<file path="src/rtl/uart_tx_arb_pkg.sv">
// Shared types and constants for the UART TX line arbiter.
package uart_tx_arb_pkg;

    typedef enum logic [1:0] {
        StIdle,
        StPfxId,
        StPfxSep,
        StStream
    } arb_state_e;

    localparam logic [7:0] ASCII_LF    = 8'h0A;
    localparam logic [7:0] ASCII_COLON = 8'h3A;
    localparam logic [7:0] ASCII_ZERO  = 8'h30;

    // Requester id width; a single requester still needs one bit.
    function automatic int unsigned id_width(input int unsigned num_req);
        return (num_req > 1) ? $clog2(num_req) : 1;
    endfunction

endpackage

</file>
<file path="src/rtl/uart_tx_rr_pick.sv">
// Combinational round-robin picker: first valid index at or after rr_ptr_i, wrapping.
module uart_tx_rr_pick
    import uart_tx_arb_pkg::*;
#(
    parameter int unsigned NUM_REQ = 2
) (
    input  logic [NUM_REQ-1:0]               valid_i,
    input  logic [id_width(NUM_REQ)-1:0]     rr_ptr_i,
    output logic [id_width(NUM_REQ)-1:0]     idx_o,
    output logic                             any_o
);

    localparam int unsigned IdW = id_width(NUM_REQ);

    logic [NUM_REQ-1:0] rot;
    int unsigned        sum;

    always_comb begin
        // rot[k] is the valid bit of requester (rr_ptr + k) mod NUM_REQ.
        rot   = NUM_REQ'({valid_i, valid_i} >> rr_ptr_i);
        sum   = 0;
        idx_o = '0;
        any_o = 1'b0;
        for (int unsigned k = 0; k < NUM_REQ; k++) begin
            if (!any_o && rot[k]) begin
                any_o = 1'b1;
                sum   = 32'(rr_ptr_i) + k;
                idx_o = IdW'((sum >= NUM_REQ) ? (sum - NUM_REQ) : sum);
            end
        end
    end

endmodule

</file>
<file path="src/rtl/uart_tx_line_arbiter.sv">
// Line-atomic arbiter sharing one UART TX FIFO write port among several byte streams,
// optionally tagging each granted line with an "<id>:" prefix.
module uart_tx_line_arbiter
    import uart_tx_arb_pkg::*;
#(
    parameter int unsigned NUM_REQ      = 2,
    parameter bit          PREFIX_EN    = 1'b1,
    parameter int unsigned LOCK_TIMEOUT = 1024
) (
    input  logic                          sysclk_i,
    input  logic                          rst_i,
    input  logic [NUM_REQ-1:0]            req_valid_i,
    input  logic [NUM_REQ*8-1:0]          req_data_i,
    output logic [NUM_REQ-1:0]            req_ready_o,
    input  logic                          fifo_full_i,
    output logic                          fifo_wr_o,
    output logic [7:0]                    fifo_wdata_o,
    output logic                          busy_o,
    output logic [id_width(NUM_REQ)-1:0]  owner_o,
    output logic                          timeout_o
);

    localparam int unsigned IdW       = id_width(NUM_REQ);
    localparam bit          TimeoutEn = (LOCK_TIMEOUT != 0);
    localparam int unsigned CntW      = TimeoutEn ? $clog2(LOCK_TIMEOUT + 1) : 1;
    localparam logic [CntW-1:0] CntLast = TimeoutEn ? CntW'(LOCK_TIMEOUT - 1) : '0;
    localparam logic [IdW-1:0]  LastId  = IdW'(NUM_REQ - 1);

    arb_state_e      state_q;
    logic [IdW-1:0]  owner_q;
    logic [IdW-1:0]  rr_ptr_q;
    logic [CntW-1:0] idle_cnt_q;
    logic            timeout_q;

    logic [IdW-1:0]  rr_next;
    logic [IdW-1:0]  pick_idx;
    logic            pick_any;
    logic            owner_valid;
    logic [7:0]      owner_byte;
    logic            accept;
    logic            lf_accept;
    logic            idle_tick;
    logic            timeout_hit;
    logic [7:0]      req_byte [NUM_REQ];

    for (genvar g = 0; g < NUM_REQ; g++) begin : g_unpack
        assign req_byte[g] = req_data_i[8*g +: 8];
    end

    uart_tx_rr_pick #(
        .NUM_REQ (NUM_REQ)
    ) u_rr_pick (
        .valid_i  (req_valid_i),
        .rr_ptr_i (rr_ptr_q),
        .idx_o    (pick_idx),
        .any_o    (pick_any)
    );

    always_comb begin
        owner_valid = req_valid_i[owner_q];
        owner_byte  = req_byte[owner_q];
        accept      = (state_q == StStream) && owner_valid && !fifo_full_i;
        lf_accept   = accept && (owner_byte == ASCII_LF);
        // A full FIFO stalls the idle counter, so back-pressure never forces a release.
        idle_tick   = (state_q == StStream) && !owner_valid && !fifo_full_i;
        timeout_hit = TimeoutEn && idle_tick && (idle_cnt_q == CntLast);
        rr_next     = (owner_q == LastId) ? '0 : owner_q + IdW'(1);
    end

    always_comb begin
        req_ready_o  = '0;
        fifo_wr_o    = 1'b0;
        fifo_wdata_o = 8'h00;
        unique case (state_q)
            StPfxId: begin
                if (!fifo_full_i) begin
                    fifo_wr_o    = 1'b1;
                    fifo_wdata_o = ASCII_ZERO + 8'(owner_q);
                end
            end
            StPfxSep: begin
                if (!fifo_full_i) begin
                    fifo_wr_o    = 1'b1;
                    fifo_wdata_o = ASCII_COLON;
                end
            end
            StStream: begin
                req_ready_o[owner_q] = !fifo_full_i;
                if (accept) begin
                    fifo_wr_o    = 1'b1;
                    fifo_wdata_o = owner_byte;
                end
            end
            default: ;
        endcase
    end

    always_ff @(posedge sysclk_i or posedge rst_i) begin
        if (rst_i) begin
            state_q    <= StIdle;
            owner_q    <= '0;
            rr_ptr_q   <= '0;
            idle_cnt_q <= '0;
            timeout_q  <= 1'b0;
        end else begin
            timeout_q <= 1'b0;
            unique case (state_q)
                StIdle: begin
                    if (pick_any) begin
                        owner_q    <= pick_idx;
                        idle_cnt_q <= '0;
                        state_q    <= PREFIX_EN ? StPfxId : StStream;
                    end
                end
                StPfxId: begin
                    if (!fifo_full_i) begin
                        state_q <= StPfxSep;
                    end
                end
                StPfxSep: begin
                    if (!fifo_full_i) begin
                        idle_cnt_q <= '0;
                        state_q    <= StStream;
                    end
                end
                StStream: begin
                    if (accept) begin
                        idle_cnt_q <= '0;
                        if (lf_accept) begin
                            rr_ptr_q <= rr_next;
                            state_q  <= StIdle;
                        end
                    end else if (timeout_hit) begin
                        idle_cnt_q <= '0;
                        rr_ptr_q   <= rr_next;
                        timeout_q  <= 1'b1;
                        state_q    <= StIdle;
                    end else if (TimeoutEn && idle_tick && (idle_cnt_q != {CntW{1'b1}})) begin
                        idle_cnt_q <= idle_cnt_q + CntW'(1);
                    end
                end
                default: state_q <= StIdle;
            endcase
        end
    end

    assign busy_o    = (state_q != StIdle);
    assign owner_o   = owner_q;
    assign timeout_o = timeout_q;

endmodule

</file>
<file path="config.mk">
export PLATFORM = sky130hd
export DESIGN_NAME = uart_tx_line_arbiter
export DESIGN_NICKNAME = d
export VERILOG_FILES = /design/src/rtl/uart_tx_arb_pkg.sv /design/src/rtl/uart_tx_rr_pick.sv /design/src/rtl/uart_tx_line_arbiter.sv
export SDC_FILE = /design/constraint.sdc
export NUM_CORES = 1
export LEC_CHECK = 0
export ABC_AREA = 1
export BUFFER_PORTS_ARGS = -buffer_cell sky130_fd_sc_hd__buf_2
export CAP_MARGIN = 20
export CORE_MARGIN = 3
export CORE_UTILIZATION = 49
export DETAILED_ROUTE_END_ITERATION = 6
export HOLD_SLACK_MARGIN = 0.06
export PLACE_DENSITY = 0.74
export SLEW_MARGIN = 20
export SYNTH_ARGS = -nofsm -noshare
export SYNTH_HDL_FRONTEND = slang
export SYNTH_HIERARCHICAL = 1
export SYNTH_SLANG_ARGS = --single-unit
</file>
<file path="constraint.sdc">
create_clock -name sysclk_i -period 3.7 [get_ports sysclk_i]
set_clock_uncertainty 0.1 [all_clocks]
set_input_delay 0.74 -clock sysclk_i [delete_from_list [all_inputs] [get_ports sysclk_i]]
set_output_delay 0.74 -clock sysclk_i [all_outputs]
set_load 0.01 [all_outputs]
</file>
==> flow_metrics.py <==
metrics = {
    "logic_synthesis": {
        "yosysWarnings": 6,
        "synth_fp_nets": 272,
        "ys_seq_area_frac": 0.266,
        "synth_edf_count": 0,
        "yosysUniqueCellTypes": 27,
        "synth_area_leaders": "dfrtp_1, nand2_1, inv_1",
        "synth_area_leader_cell": "dfrtp_1",
        "synth-seq-cells": 16,
        "synthTopCellsByCount": "nand2_1, inv_1, nor2_1",
        "yosys.area.top_type_share": 0.266,
        "synthCells": 244,
        "yosysMostFrequentCell": "nand2_1",
        "async_flop_share": 1.00,
        "synthFlopType": "dfrtp_1",
        "syn_area_mm2": 0.00150,
        "avgSynthCellArea_um2": 6.16,
    },
    "layout": {
        "stdcell_count": 309,
        "fin_nets": 307,
        "drive_above_1_share": 0.223,
        "diodes": 0,
        "finalInstanceArea_mm2": 0.00172,
        "area_growth_pct": 14.1,
    },
    "timing": {
        "worstMarginPinSlew_ns": 0.606,
        "worst_slack_ns": 0.648,
        "finalSetupViolations": 0,
        "rsz0062_at_grt": "no",
        "drv_slew": 0,
        "hold_viol_final": 0,
        "max_clock_freq_ghz": 0.328,
        "final.setup.tns_ns": 0,
        "fin_crit_sh": 0.825,
        "slew_headroom": 0.596,
        "fin_crit_ns": 3.05,
    },
    "placed_design": {
        "placed_cell_area_mm2": 0.00168,
        "gp_congestion": 0.917,
        "io_buffer_count": 34,
        "hpwlAfterDp_um": 2660,
        "dp_slack_ns": 0.905,
        "place_inst": 305,
    },
    "global_routing": {
        "grt_use_met2": 0.305,
        "grt_pass1_vias": 1302,
        "grt-ovfl-total": 0,
        "antenna_found_initial": 0,
        "grt_pass1_wl_um": 5570,
        "met3_usage": 0.0482,
        "busiest_layer": "met2",
        "gr-usage-met1": 0.275,
        "grt_start_max_net_pins": 17,
        "grt.total_usage": 0.194,
    },
    "clocking": {
        "cts_made_buffers": 3,
        "cts_max_level": 1,
        "hold_buffers": 0,
        "cts_setup_buffers": 0,
        "insertion_delay_ns": 0.29,
        "clockRootBuffer": "clkbuf_4",
        "clockBufferDepth": 2,
        "cts_sinks": 16,
        "cts.clk_slew.worst_paths_ns": 0.09,
        "ctsResizeCount": 0,
        "cts_tree": "built",
    },
    "worst_setup_path": {
        "reg2reg_slack_ns": 1.68,
        "timing.rr.end": "idle_cnt_q[0]",
        "r2r_start": "owner_o",
        "critPathMaxFanout": 14,
        "cp_data_arrival_time_ns": 2.21,
        "end_kind": "output pin",
        "reg2reg_depth": 10,
        "critPathLaunchType": "flip-flop",
        "critPathKind": "reg -> out",
        "crit_required_ns": 2.86,
    },
    "routing": {
        "drt_iter0_markers": 61,
        "drt_wl_total_um": 3290,
        "viasPerCell": 4.79,
        "detail-route-antenna-nets": 0,
        "drt-wirelength-per-cell_um": 10.6,
        "firstDrtPassIters": 4,
        "drc_errors": 0,
        "num_vias": 1479,
    },
    "power": {
        "p_leak_nw": 0.989,
        "peakVddDrop_mv": 0.369,
        "fin_total_pwr_uw": 914,
        "p_per_area_mw_per_mm2": 532,
    },
    "floorplanning": {
        "start_util": 0.532,
        "ios": 35,
        "num_rows": 19,
        "die_x_um": 61.4,
        "dieArea_mm2": 0.00377,
        "coreArea_mm2": 0.00283,
        "die_h_um": 61.4,
    },
    "min_path": {
        "worstHoldPathType": "in -> async",
    },
    "status": {
        "status": "finished clean",
    },
    "flow_run": {
        "drv_cap": 0,
    },
}
==> placed cells by master, fill, tap and decap left out, drive strengths merged <==
master	count
or2	4
nor2	37
nor3	2
buf	34
o21ai	6
nand4	2
inv	36
o21bai	1
nand3	19
nand2	98
clkbuf	4
xnor2	1
a21oi	5
nor4	1
dfrtp	16
ha	7
xor2	5
==> metal layers <==
layer / wire length [µm] / up-vias
li1: - / 806
met1: 1660 / 649
met2: 1480 / 19
met3: 117 / 5
met4: 27 / 0
met5: 0 / -
==> worst max-delay path by stage <==
stage,depth (start not counted),to,slack [ns],start
after detailed placement,8,fifo_wdata_o[0],0.91,fifo_full_i
after global routing,8,fifo_wdata_o[4],0.44,owner_o
final,8,fifo_wdata_o[0],0.65,owner_o
after floorplan,7,fifo_wdata_o[0],1.25,fifo_full_i
after CTS,8,fifo_wdata_o[0],0.61,owner_o
after global placement,8,fifo_wdata_o[0],0.91,fifo_full_i
==> registers in the layout, summed over array words and instances, names as in the netlist <==
signal	count
state_q	2
timeout_o	1
idle_cnt_q	11
owner_o	1
rr_ptr_q	1
==> layout make-up <==
class | count | area [µm²]
clock buffers | 4 | 36.3
inverters | 36 | 138
flip-flops and latches | 16 | 400
repair buffers | 34 | 170
well taps | 31 | 38.8
fillers | 306 | 1110
multi-input cells | 188 | 933
==> report_power, final <==
group	internal (mW)	total, mW	switching [mW]
Sequential	0.201	0.245	0.0441
Combinational	0.182	0.551	0.369
Clock	0.0600	0.117	0.0573
Total	0.443	0.914	0.470
==> kinds of logic after synthesis <==
family,synth area share
buf+inv,0.113
fa+ha+maj,0.0582
simple gates,0.478
compound gates,0.0491
flops,0.266
xor+xnor,0.0349
==> critical path: stages (launching register included) <==
cell and delay, ns:
dfrtp_1 0.62, inv_2 0.21, nand2_1 0.12, nand2_2 0.10
nor2_8 0.15, inv_4 0.07, or2_1 0.34, o21ai_2 0.16
buf_2 0.14
==> metrics by stage <==
step           hold WS (ns)  utilization
2_1_floorplan         0.388            -
3_3_place_gp          0.413        0.594
3_5_place_dp          0.428        0.594
4_1_cts               0.412        0.607
5_1_grt               0.444        0.607
6_report              0.398        0.607
Note: power is estimated with default switching activity, not from simulation.
